<file path="config.mk">
export PLATFORM = sky130hd
export DESIGN_NAME = poly_note_player_flat
export DESIGN_NICKNAME = d
export VERILOG_FILES = /design/src/rtl/poly_note_player_if.sv /design/src/rtl/poly_note_player.sv /design/src/flat_wrapper.sv
export SDC_FILE = /design/constraint.sdc
export NUM_CORES = 1
export LEC_CHECK = 0
export BUFFER_PORTS_ARGS = -buffer_cell sky130_fd_sc_hd__buf_4
export CAP_MARGIN = 10
export CORE_ASPECT_RATIO = 1.25
export CORE_UTILIZATION = 40
export DETAILED_ROUTE_END_ITERATION = 6
export GPL_TIMING_DRIVEN = 0
export PLACE_DENSITY_LB_ADDON = 0.05
export SKIP_LAST_GASP = 1
export SYNTH_ARGS = -nofsm -noshare
export SYNTH_HDL_FRONTEND = slang
export SYNTH_MEMORY_MAX_BITS = 65536
export SYNTH_SLANG_ARGS = --single-unit
</file>
<file path="constraint.sdc">
create_clock -name clk -period 11.5 [get_ports clk]
set_clock_uncertainty 0.2 [all_clocks]
set_input_delay 1.725 -clock clk [delete_from_list [all_inputs] [get_ports clk]]
set_output_delay 1.725 -clock clk [all_outputs]
set_load 0.02 [all_outputs]
</file>
<file path="src/rtl/poly_note_player_if.sv">
// Control/status bundle for poly_note_player.
//   master : song reader / chord sequencer / codec side (drives requests)
//   slave  : poly_note_player (drives load status, voice flags, mix)
interface poly_note_player_if #(
  parameter int NUM_VOICES   = 3,
  parameter int NOTE_WIDTH   = 6,
  parameter int DUR_WIDTH    = 6,
  parameter int SAMPLE_WIDTH = 16
);
  localparam int VOICE_W   = (NUM_VOICES > 1) ? $clog2(NUM_VOICES) : 1;
  localparam int MIX_WIDTH = SAMPLE_WIDTH + ((NUM_VOICES > 1) ? $clog2(NUM_VOICES) : 1);

  logic                    play_enable;
  logic                    load_new_note;
  logic [NOTE_WIDTH-1:0]   note_to_load;
  logic [DUR_WIDTH-1:0]    duration;
  logic                    beat;
  logic                    generate_next_sample;
  logic                    load_accepted;
  logic [VOICE_W-1:0]      load_voice;
  logic                    voice_stolen;
  logic [NUM_VOICES-1:0]   voice_active;
  logic [NUM_VOICES-1:0]   voice_done;
  logic [MIX_WIDTH-1:0]    sample_out;
  logic                    sample_ready;

  modport master (
    output play_enable, load_new_note, note_to_load, duration, beat, generate_next_sample,
    input  load_accepted, load_voice, voice_stolen, voice_active, voice_done,
           sample_out, sample_ready
  );

  modport slave (
    input  play_enable, load_new_note, note_to_load, duration, beat, generate_next_sample,
    output load_accepted, load_voice, voice_stolen, voice_active, voice_done,
           sample_out, sample_ready
  );
endinterface

</file>
<file path="src/rtl/poly_note_player.sv">
// Polyphonic note player: NUM_VOICES voices, each a note register, a
// frequency_rom and a sine_reader, plus a beat-driven duration counter.
// New notes go to the lowest idle voice, otherwise the voice closest to
// expiry is stolen. One registered full-precision signed mix is produced
// per codec sample request.
// Ports: clk, reset (async, active high), bus (poly_note_player_if.slave).

// Note -> phase step, one cycle of latency. Linear pitch map: each note
// unit advances the 64-entry sine table by one entry per sample.
module frequency_rom #(
  parameter int NOTE_WIDTH = 6,
  parameter int PHASE_W    = NOTE_WIDTH + 6
) (
  input  logic                  clk,
  input  logic                  reset,
  input  logic [NOTE_WIDTH-1:0] note,
  output logic [PHASE_W-1:0]    step
);
  always_ff @(posedge clk or posedge reset)
    if (reset) step <= '0;
    else       step <= {note, 6'b0};
endmodule

// Phase accumulator + 64-point sine table (16-bit full scale).
// generate_next advances the phase; the sample for the new phase is
// registered one cycle later together with its sample_ready pulse.
module sine_reader #(
  parameter int PHASE_W      = 12,
  parameter int SAMPLE_WIDTH = 16
) (
  input  logic                           clk,
  input  logic                           reset,
  input  logic                           generate_next,
  input  logic [PHASE_W-1:0]             step,
  output logic signed [SAMPLE_WIDTH-1:0] sample,
  output logic                           sample_ready
);
  logic [PHASE_W-1:0] phase;
  logic [1:0]         vld_pipe;

  function automatic logic [15:0] quarter(input logic [4:0] k);
    case (k)
      5'd0:  quarter = 16'd0;     5'd1:  quarter = 16'd3212;
      5'd2:  quarter = 16'd6393;  5'd3:  quarter = 16'd9512;
      5'd4:  quarter = 16'd12539; 5'd5:  quarter = 16'd15446;
      5'd6:  quarter = 16'd18204; 5'd7:  quarter = 16'd20787;
      5'd8:  quarter = 16'd23170; 5'd9:  quarter = 16'd25329;
      5'd10: quarter = 16'd27245; 5'd11: quarter = 16'd28898;
      5'd12: quarter = 16'd30273; 5'd13: quarter = 16'd31356;
      5'd14: quarter = 16'd32137; 5'd15: quarter = 16'd32609;
      5'd16: quarter = 16'd32767;
      default: quarter = 16'd0;
    endcase
  endfunction

  // Quarter-wave symmetry: mirror the index in odd quadrants, negate the
  // second half of the period.
  function automatic logic signed [15:0] sine_lut(input logic [5:0] idx);
    logic [4:0] k;
    k = {1'b0, idx[3:0]};
    case (idx[5:4])
      2'd0:    sine_lut =  $signed(quarter(k));
      2'd1:    sine_lut =  $signed(quarter(5'd16 - k));
      2'd2:    sine_lut = -$signed(quarter(k));
      default: sine_lut = -$signed(quarter(5'd16 - k));
    endcase
  endfunction

  assign vld_pipe[0] = generate_next;

  always_ff @(posedge clk or posedge reset)
    if (reset) begin
      phase        <= '0;
      vld_pipe[1]  <= 1'b0;
      sample       <= '0;
      sample_ready <= 1'b0;
    end else begin
      vld_pipe[1]  <= vld_pipe[0];
      sample_ready <= vld_pipe[1];
      if (vld_pipe[0]) phase  <= phase + step;
      if (vld_pipe[1]) sample <= SAMPLE_WIDTH'(sine_lut(phase[PHASE_W-1 -: 6]));
    end
endmodule

module poly_note_player #(
  parameter int NUM_VOICES   = 3,
  parameter int NOTE_WIDTH   = 6,
  parameter int DUR_WIDTH    = 6,
  parameter int SAMPLE_WIDTH = 16
) (
  input  logic               clk,
  input  logic               reset,
  poly_note_player_if.slave  bus
);
  localparam int VOICE_W   = (NUM_VOICES > 1) ? $clog2(NUM_VOICES) : 1;
  localparam int MIX_WIDTH = SAMPLE_WIDTH + ((NUM_VOICES > 1) ? $clog2(NUM_VOICES) : 1);
  localparam int PHASE_W   = NOTE_WIDTH + 6;

  logic [NUM_VOICES-1:0][NOTE_WIDTH-1:0] note_q;
  logic [NUM_VOICES-1:0][DUR_WIDTH-1:0]  count_q;
  logic [NUM_VOICES-1:0][PHASE_W-1:0]    step;
  logic [NUM_VOICES-1:0]                 active_q, done_q, rdy_q, smp_rdy, load_hit;
  logic signed [SAMPLE_WIDTH-1:0]        smp [NUM_VOICES];

  logic                        take, steal, found_idle, ticking, gen_next;
  logic [VOICE_W-1:0]          tgt;
  logic [DUR_WIDTH-1:0]        min_cnt;
  logic                        load_acc_q, stolen_q, smp_rdy_q;
  logic [VOICE_W-1:0]          load_voice_q;
  logic signed [MIX_WIDTH-1:0] mix, sample_q;

  assign take     = bus.load_new_note && (bus.duration != '0);
  assign ticking  = bus.beat && bus.play_enable;
  assign gen_next = bus.play_enable && bus.generate_next_sample;

  // Target selection: lowest idle voice, else smallest remaining count
  // (strict compare keeps ties on the lowest index).
  always_comb begin
    tgt        = '0;
    found_idle = 1'b0;
    min_cnt    = count_q[0];
    for (int i = 0; i < NUM_VOICES; i++)
      if (!active_q[i] && !found_idle) begin
        tgt        = VOICE_W'(i);
        found_idle = 1'b1;
      end
    if (!found_idle)
      for (int i = 1; i < NUM_VOICES; i++)
        if (count_q[i] < min_cnt) begin
          tgt     = VOICE_W'(i);
          min_cnt = count_q[i];
        end
    steal = !found_idle;
    for (int i = 0; i < NUM_VOICES; i++)
      load_hit[i] = take && (tgt == VOICE_W'(i));
  end

  // Voice state. A load on a voice overrides a same-cycle beat, and a
  // stolen voice never reports done because it never reaches count 0.
  always_ff @(posedge clk or posedge reset)
    if (reset) begin
      note_q       <= '0;
      count_q      <= '0;
      active_q     <= '0;
      done_q       <= '0;
      load_acc_q   <= 1'b0;
      stolen_q     <= 1'b0;
      load_voice_q <= '0;
    end else begin
      load_acc_q   <= take;
      stolen_q     <= take && steal;
      load_voice_q <= take ? tgt : '0;
      for (int i = 0; i < NUM_VOICES; i++) begin
        done_q[i] <= 1'b0;
        if (load_hit[i]) begin
          note_q[i]   <= bus.note_to_load;
          count_q[i]  <= bus.duration;
          active_q[i] <= 1'b1;
        end else if (ticking && active_q[i]) begin
          count_q[i] <= count_q[i] - DUR_WIDTH'(1);
          if (count_q[i] == DUR_WIDTH'(1)) begin
            active_q[i] <= 1'b0;
            done_q[i]   <= 1'b1;
          end
        end
      end
    end

  for (genvar g = 0; g < NUM_VOICES; g++) begin : g_voice
    frequency_rom #(.NOTE_WIDTH(NOTE_WIDTH), .PHASE_W(PHASE_W)) u_rom (
      .clk (clk), .reset (reset), .note (note_q[g]), .step (step[g])
    );
    sine_reader #(.PHASE_W(PHASE_W), .SAMPLE_WIDTH(SAMPLE_WIDTH)) u_sine (
      .clk (clk), .reset (reset), .generate_next (gen_next), .step (step[g]),
      .sample (smp[g]), .sample_ready (smp_rdy[g])
    );
  end

  // Silent voices (idle or rest) contribute nothing; headroom bits make
  // the sum exact.
  always_comb begin
    mix = '0;
    for (int i = 0; i < NUM_VOICES; i++)
      if (active_q[i] && (note_q[i] != '0))
        mix = mix + MIX_WIDTH'(smp[i]);
  end

  // Sticky per-voice ready set. A new request wipes it, so a request that
  // arrives mid-collection abandons the earlier one.
  always_ff @(posedge clk or posedge reset)
    if (reset) begin
      rdy_q     <= '0;
      sample_q  <= '0;
      smp_rdy_q <= 1'b0;
    end else begin
      smp_rdy_q <= 1'b0;
      if (bus.generate_next_sample) begin
        rdy_q <= '0;
      end else if (&rdy_q) begin
        sample_q  <= mix;
        smp_rdy_q <= 1'b1;
        rdy_q     <= '0;
      end else begin
        rdy_q <= rdy_q | smp_rdy;
      end
    end

  assign bus.load_accepted = load_acc_q;
  assign bus.load_voice    = load_voice_q;
  assign bus.voice_stolen  = stolen_q;
  assign bus.voice_active  = active_q;
  assign bus.voice_done    = done_q;
  assign bus.sample_out    = sample_q;
  assign bus.sample_ready  = smp_rdy_q;
endmodule

</file>
<file path="src/flat_wrapper.sv">
// flat-port wrapper written by rule: the top's interface ports become plain ports
module poly_note_player_flat 
#(
  parameter int NUM_VOICES   = 3,
  parameter int NOTE_WIDTH   = 6,
  parameter int DUR_WIDTH    = 6,
  parameter int SAMPLE_WIDTH = 16
)
  (clk, reset, bus_play_enable, bus_load_new_note, bus_note_to_load, bus_duration, bus_beat, bus_generate_next_sample, bus_load_accepted, bus_load_voice, bus_voice_stolen, bus_voice_active, bus_voice_done, bus_sample_out, bus_sample_ready);
  poly_note_player_if #(.NUM_VOICES(NUM_VOICES), .NOTE_WIDTH(NOTE_WIDTH), .DUR_WIDTH(DUR_WIDTH), .SAMPLE_WIDTH(SAMPLE_WIDTH)) bus_i ();
  input  logic clk;
  input  logic reset;
  input wire logic [$bits(bus_i.play_enable)-1:0] bus_play_enable;
  input wire logic [$bits(bus_i.load_new_note)-1:0] bus_load_new_note;
  input wire logic [$bits(bus_i.note_to_load)-1:0] bus_note_to_load;
  input wire logic [$bits(bus_i.duration)-1:0] bus_duration;
  input wire logic [$bits(bus_i.beat)-1:0] bus_beat;
  input wire logic [$bits(bus_i.generate_next_sample)-1:0] bus_generate_next_sample;
  output wire logic [$bits(bus_i.load_accepted)-1:0] bus_load_accepted;
  output wire logic [$bits(bus_i.load_voice)-1:0] bus_load_voice;
  output wire logic [$bits(bus_i.voice_stolen)-1:0] bus_voice_stolen;
  output wire logic [$bits(bus_i.voice_active)-1:0] bus_voice_active;
  output wire logic [$bits(bus_i.voice_done)-1:0] bus_voice_done;
  output wire logic [$bits(bus_i.sample_out)-1:0] bus_sample_out;
  output wire logic [$bits(bus_i.sample_ready)-1:0] bus_sample_ready;
  assign bus_i.play_enable = bus_play_enable;
  assign bus_i.load_new_note = bus_load_new_note;
  assign bus_i.note_to_load = bus_note_to_load;
  assign bus_i.duration = bus_duration;
  assign bus_i.beat = bus_beat;
  assign bus_i.generate_next_sample = bus_generate_next_sample;
  assign bus_load_accepted = bus_i.load_accepted;
  assign bus_load_voice = bus_i.load_voice;
  assign bus_voice_stolen = bus_i.voice_stolen;
  assign bus_voice_active = bus_i.voice_active;
  assign bus_voice_done = bus_i.voice_done;
  assign bus_sample_out = bus_i.sample_out;
  assign bus_sample_ready = bus_i.sample_ready;
  poly_note_player #(.NUM_VOICES(NUM_VOICES), .NOTE_WIDTH(NOTE_WIDTH), .DUR_WIDTH(DUR_WIDTH), .SAMPLE_WIDTH(SAMPLE_WIDTH)) u_core (.clk(clk), .reset(reset), .bus(bus_i));
endmodule
</file>
==> results of run 1 <==
-- registers in the layout, summed over array words and instances, names as in the netlist, 3 cells and up --
signal                        count
u_core.g_voice.u_sine.sample     48
u_core.bus.sample_out            18
u_core.count_q                   18
u_core.g_voice.u_rom.step        18
u_core.g_voice.u_sine.phase      18
u_core.note_q                    18
u_core.bus.voice_active           3
u_core.bus.voice_done             3
u_core.rdy_q                      3
-- critical path, delay by kind of cell (launching register included) --
kind | cells | cell delay (ns)
AOI/OAI and AO/OA | 9 | 2.54
and+or+nand+nor | 5 | 1.35
adders and majority gates | 3 | 1.05
buffers and inverters | 3 | 0.66
DFF | 1 | 0.45
xor gates and xnor gates | 2 | 0.31
-- cells in the mapped netlist (all sizes together), types with 13 or more instances --
cell type / number / area share, %
dfrtp: 154 / 27
o21ai: 152 / 5.4
nand2: 150 / 4.0
nor2: 146 / 3.9
a21oi: 128 / 4.6
clkbuf: 93 / 2.5
ha: 93 / 8.2
inv: 83 / 2.2
nor3: 64 / 2.3
nand3: 56 / 2.0
mux2: 54 / 4.3
xnor2: 37 / 2.3
a31oi: 36 / 1.6
mux2i: 30 / 2.1
nand2b: 30 / 1.3
a21o: 29 / 1.5
o31ai: 27 / 1.4
xor2: 24 / 1.5
nor4: 22 / 1.0
o22ai: 22 / 0.97
a211oi: 21 / 1.1
buf: 21 / 0.73
o211ai: 21 / 1.1
and2: 20 / 0.88
and3: 19 / 0.84
nor2b: 16 / 0.71
o21a: 14 / 0.74
o221ai: 14 / 0.87
or3: 13 / 0.65
-- cells by family after synthesis --
kind of cell / Yosys count / synth area share, %
AND/OR/NAND/NOR: 600 / 21.1
AO/OA/AOI/OAI: 569 / 26.0
buffers and inverters: 201 / 5.51
flip-flops: 154 / 27.2
adder cells (fa/ha/maj): 99 / 9.01
multiplexers: 89 / 7.22
XOR/XNOR: 62 / 3.94
-- layout by cell type (no fill, tap or decap), types with 11 or more instances in the layout --
cell type / instances
dfrtp_1: 154
nand2_1: 150
o21ai_0: 150
nor2_1: 146
a21oi_1: 127
clkbuf_1: 94
ha_1: 93
inv_1: 81
nor3_1: 64
nand3_1: 55
mux2_2: 54
buf_4: 48
xnor2_1: 37
a31oi_1: 36
nand2b_1: 30
mux2i_1: 30
a21o_1: 29
o31ai_1: 26
xor2_1: 24
o22ai_1: 22
a211oi_1: 21
nor4_1: 21
o211ai_1: 21
and2_1: 20
and3_1: 19
clkbuf_16: 17
nor2b_1: 16
o21a_1: 14
o221ai_1: 14
buf_1: 13
or3_1: 11
-- how the worst max path moves through the flow --
stage	endpoint	from	cells after the start	slack, ns
floorplan	u_core.bus.load_accepted	reset	1	5.43
global placement	u_core.g_voice[2].u_sine.phase[6]	reset	2	3.27
detailed placement	u_core.bus.sample_out[17]	u_core.note_q[0]	22	4.96
CTS	u_core.bus.sample_out[17]	u_core.note_q[0]	22	4.95
global route	u_core.bus.sample_out[17]	u_core.note_q[0]	23	4.41
finish	u_core.bus.sample_out[17]	u_core.note_q[0]	22	4.80
-- per-stage QoR --
| step | setup WS (ns) | cell area (um2) | utilization, % | std cells | hold slack (ns) |
|---|---|---|---|---|---|
| floorplan | 5.43 | 14100 | - | 1774 | 0.161 |
| global placement | 3.27 | 15100 | 43.5 | 2287 | 0.174 |
| detailed placement | 4.96 | 15100 | 43.7 | 2290 | 0.181 |
| CTS | 4.95 | 15700 | 45.4 | 2322 | 0.187 |
| global route | 4.41 | 15700 | 45.4 | 2322 | 0.207 |
| finish | 4.80 | 15700 | 45.4 | 2322 | 0.186 |
-- routing by layer --
metal  vias up  wire length (um)  track usage, %
met5         -                 0               0
met4         0              1710            11.4
met3        84              1770            3.00
met2       401             25300            51.2
met1      6867             21100            34.3
li1       6691                 -               -
-- layout make-up --
cell class / count / area (um2) / area share [%]
plain buffers: 114 / 453 / 2.88
clock buffers: 18 / 429 / 2.73
clock inverters: 14 / 153 / 0.972
inverters: 87 / 334 / 2.13
multi-input cells: 1419 / 9510 / 60.6
flip-flops and latches: 154 / 3850 / 24.5
well taps: 468 / 586 / 3.73
repair buffers: 48 / 380 / 2.42
==> run_results.csv, run 1 <==
group,metric,value,unit
drt,vias,14043,
grt,grt_pass1_vias,13671,
timing,period_needed,6.70,ns
drt,drt_iter0_markers,1172,
floorplanning,core,34600,um2
critical_path,cpPeakStageDelay,0.83,ns
grt,antenna_found_initial,0,
grt,grt_max_degree,84,
critical_path,start_kind,"flop",
logic_synthesis,syn-mean-instance-area,7.97,um2
critical_path,cp_data_arrival_time,6.81,ns
logic_synthesis,yosysSeqAreaShare,27.2,%
final_layout,syn_to_final_growth,11.0,%
clock_network,cts.sinks,154,
timing,finalSetupViolCount,0,
clock_network,cts_hold_buf,0,
logic_synthesis,synth_cell_types,90,
logic_synthesis,ys.warnings.count,0,
critical_path,ff2ff_path_depth,22,
final_layout,layout-drive-gt1-share,9.92,%
critical_path,path_class,"reg -> reg",
clock_network,cts_tree,"done",
critical_path,r2r_start,"u_core.note_q[0]",
logic_synthesis,post_synth_inst_count,1774,
clock_network,cts.clk_slew.worst_paths,0.07,ns
run,max-cap-violations,0,
min_path,worstHoldPathType,"reg -> reg",
clock_network,clock_latency,0.45,ns
floorplanning,start_util,40.9,%
clock_network,cts_htree_levels,4,
min_path,hold_path_end,"u_core.g_voice[0].u_sine.sample_ready",
critical_path,cp_max_fo,10,
timing,clock.fmax,149,MHz
min_path,hp-start,"u_core.g_voice[0].u_sine.vld_pipe[1]",
timing,post-route-period-util,58.3,%
timing,rsz0062_at_grt,"false",
clock_network,clockRootBuffer,"clkbuf_16",
drt,first_pass_iters,5,
critical_path,cp-end-kind,"flop",
timing,hold_violations,0,
final_layout,diodes,0,
timing,worst_pin_slew,1.18,ns
critical_path,r2r-end,"u_core.bus.sample_out[17]",
final_layout,fillers,3588,
grt,overflow,0,
place,gp_congestion,0.934,
critical_path,crit_top_cell,"o21ai_0",
drt,wl,49.9,mm
clock_network,cts_resized,0,
timing,finalMaxSlewViolations,0,
critical_path,required,11.60,ns
logic_synthesis,syn_nets,1890,
status,status,"finished clean",
clock_network,post_cts_buffers,0,
logic_synthesis,synthFlopType,"dfrtp_1",
final_layout,nNetsFinal,1957,
clock_network,cts_buffers,17,
floorplanning,die_h,212,um
min_path,min_path_cells,0,
timing,relSlewSlack,21.3,%
floorplanning,dieArea,36100,um2
critical_path,worstPathCellList,"nor4_1, a21oi_1, clkbuf_1, clkbuf_1, nand2_1, inv_1, ha_1, a21o_1, maj3_1, o22ai_1, nor2_1, xnor2_1, o21ai_0, ha_1, o21ai_0, nor3_1, a21oi_1, o211ai_1, a2111oi_0, nor3_1, xnor2_1, o21ai_0",
timing,fin_tns_setup,0,ns
place,port_buffers,45,
place,dp_hpwl,38.5,mm
grt,track_usage,28.4,%
clock_network,cts.path.max_buffers,2,
critical_path,cp_slowest_cell,"nor4_1",
drt,drc,0,
drt,routed_via_density,6.05,
floorplanning,io_pins,47,
logic_synthesis,ys_ff_latch,154,
floorplanning,rows,76,
logic_synthesis,async_flop_share,100,%
floorplanning,dieWidth,170,um
logic_synthesis,synth_edf_count,0,
grt,grt_pass1_wl,78.8,mm
drt,ant_nets,0,
logic_synthesis,syn_area,14100,um2
critical_path,reg2reg_setup_slack,4.80,ns
drt,wl_per_cell,21.5,um
Power of run 1 is not shown: default switching activity piles up to over one toggle a cycle in this logic, so the estimate is an artifact.
==> run 2: changes to the inputs <==
==> constraint.sdc (replaced) <==
create_clock -name clk -period 7 [get_ports clk]
set_clock_uncertainty 0.2 [all_clocks]
set_input_delay 1.05 -clock clk [delete_from_list [all_inputs] [get_ports clk]]
set_output_delay 1.05 -clock clk [all_outputs]
set_load 0.02 [all_outputs]
==> run_results.csv, run 2 (same netlist as run 1, synthesis figures left out) <==
group,metric,value,unit
status,status,"finished clean",
floorplanning,io_pins,47,
timing,rsz0062_at_grt,"false",
critical_path,cpPeakStageDelay,0.51,ns
drt,wl,49.8,mm
min_path,worstHoldPathType,"reg -> reg",
drt,drt_iter0_markers,1257,
place,gp_congestion,0.934,
final_layout,fillers,3587,
timing,hold_violations,0,
grt,grt_pass1_vias,13671,
final_layout,nNetsFinal,1957,
clock_network,clock_latency,0.45,ns
run,max-cap-violations,0,
final_layout,diodes,0,
clock_network,cts_htree_levels,4,
critical_path,crit_family,"compound AO/OA/AOI/OAI gates",
clock_network,cts.sinks,154,
drt,drc,0,
clock_network,cts_buffers,17,
final_layout,top_register,"u_core.g_voice.u_sine.sample",
floorplanning,rows,76,
floorplanning,core,34600,um2
final_layout,largest_reg_flops,48,
drt,vias,13987,
critical_path,cp_num_buf_inv,5,
grt,antenna_found_initial,0,
place,dp_hpwl,38.5,mm
critical_path,cp_data_arrival_time,6.48,ns
grt,grt_max_degree,84,
timing,finalMaxSlewViolations,0,
floorplanning,start_util,40.9,%
timing,relSlewSlack,18.2,%
critical_path,path_class,"reg -> reg",
place,post-place-ws,0.456,ns
final_layout,final_common_cell,"dfrtp_1",
critical_path,worstPathCellList,"clkbuf_1, inv_1, a21oi_1, clkbuf_1, clkbuf_2, nand2_1, inv_1, ha_1, a21o_1, maj3_1, o22ai_1, nor2_1, xnor2_1, o21ai_0, ha_1, o21ai_0, nor3_1, a21oi_1, o211ai_1, a2111oi_0, nor3_1, xnor2_1, o21ai_0",
final_layout,syn_to_final_growth,11.1,%
timing,worst_pin_slew,1.22,ns
timing,post-route-period-util,91.0,%
floorplanning,dieWidth,170,um
clock_network,post_cts_buffers,0,
drt,ant_nets,0,
critical_path,cp_max_fo,10,
final_layout,final_cell_mix,"154 x dfrtp_1, 150 x nand2_1, 150 x o21ai_0",
clock_network,cts_tree,"done",
timing,finalSetupViolCount,0,
grt,grt_pass1_wl,78.8,mm
floorplanning,die_h,212,um
clock_network,cts.clk_slew.worst_paths,0.07,ns
floorplanning,dieArea,36100,um2
critical_path,cp-end-kind,"flop",
drt,first_pass_iters,5,
clock_network,clockRootBuffer,"clkbuf_16",
critical_path,start_kind,"flop",
drt,wl_per_cell,21.5,um
critical_path,required,7.11,ns
place,port_buffers,45,
final_layout,layout-drive-gt1-share,10.0,%
grt,track_usage,28.4,%
timing,setup_ws,0.629,ns
drt,routed_via_density,6.02,
critical_path,cp_slowest_cell,"a2111oi_0",
timing,clock.fmax,157,MHz
critical_path,crit_top_cell,"o21ai_0",
timing,period_needed,6.37,ns
clock_network,cts.path.max_buffers,2,
grt,overflow,0,
run 2: cell count changes in the layout (fill, tap and decap cells not counted):
cell	previous run	this run
nor4_1	21	20
clkbuf_2	0	1
clkbuf_1	94	93
nor4_2	1	2
run 2: final cells by class:
class                      count  area (um2)  area share [%]
tap                          468         586            3.73
timing repair buffer          48         380            2.42
buffer                       114         454            2.89
clock inverter                14         153           0.972
multi-input combinational   1419        9520            60.6
clock buffer                  18         429            2.73
inverter                      87         334            2.13
sequential                   154        3850            24.5
run 2: path summary, 6_finish.rpt:
path                                                      startpoint                               endpoint  slack [ns]  cells past startpoint
min in group asynchronous                                      reset      u_core.g_voice[1].u_sine.phase[6]        0.46                      2
worst min register to register  u_core.g_voice[0].u_sine.vld_pipe[1]  u_core.g_voice[0].u_sine.sample_ready        0.19                      0
worst min-delay path            u_core.g_voice[0].u_sine.vld_pipe[1]  u_core.g_voice[0].u_sine.sample_ready        0.19                      0
worst max register to register            u_core.bus.voice_active[0]              u_core.bus.sample_out[17]        0.63                     23
worst max-delay path                      u_core.bus.voice_active[0]              u_core.bus.sample_out[17]        0.63                     23
max in group asynchronous                                      reset     u_core.g_voice[0].u_sine.sample[2]        5.32                      3
run 2: stage by stage:
stage / hold slack, ns / cell area, um2 / util, % / TNS (ns) / cells
after CTS: 0.187 / 15700 / 45.4 / 0 / 2322
after floorplan: 0.161 / 14100 / - / 0 / 1774
after global routing: 0.207 / 15700 / 45.4 / 0 / 2322
final: 0.185 / 15700 / 45.4 / 0 / 2322
after global placement: 0.174 / 15100 / 43.5 / -83.47 / 2287
after detailed placement: 0.181 / 15100 / 43.7 / 0 / 2290
run 2: routing by layer:
metal | global-route usage [%] | vias to the layer above | wire length (um)
li1 | - | 6686 | -
met1 | 34.3 | 6828 | 21100
met2 | 51.2 | 383 | 25300
met3 | 3.00 | 90 | 1660
met4 | 11.4 | 0 | 1750
met5 | 0 | - | 0
run 2: timing repair:
action | in CTS | in global routing
endpoints found under the setup margin | 0 | 1
hold buffers | 0 | 0
gates resized for setup | 0 | 3
run 2: worst reg2reg max path: stages (launching register included):
cell,delay (ns)
dfrtp_1,0.35
clkbuf_1,0.44
inv_1,0.15
a21oi_1,0.19
clkbuf_1,0.36
clkbuf_2,0.34
nand2_1,0.11
inv_1,0.10
ha_1,0.23
a21o_1,0.24
maj3_1,0.42
o22ai_1,0.24
nor2_1,0.10
xnor2_1,0.13
o21ai_0,0.45
ha_1,0.37
o21ai_0,0.33
nor3_1,0.13
a21oi_1,0.27
o211ai_1,0.19
a2111oi_0,0.51
nor3_1,0.12
xnor2_1,0.18
o21ai_0,0.09
Power of run 2 is left out for the same reason.
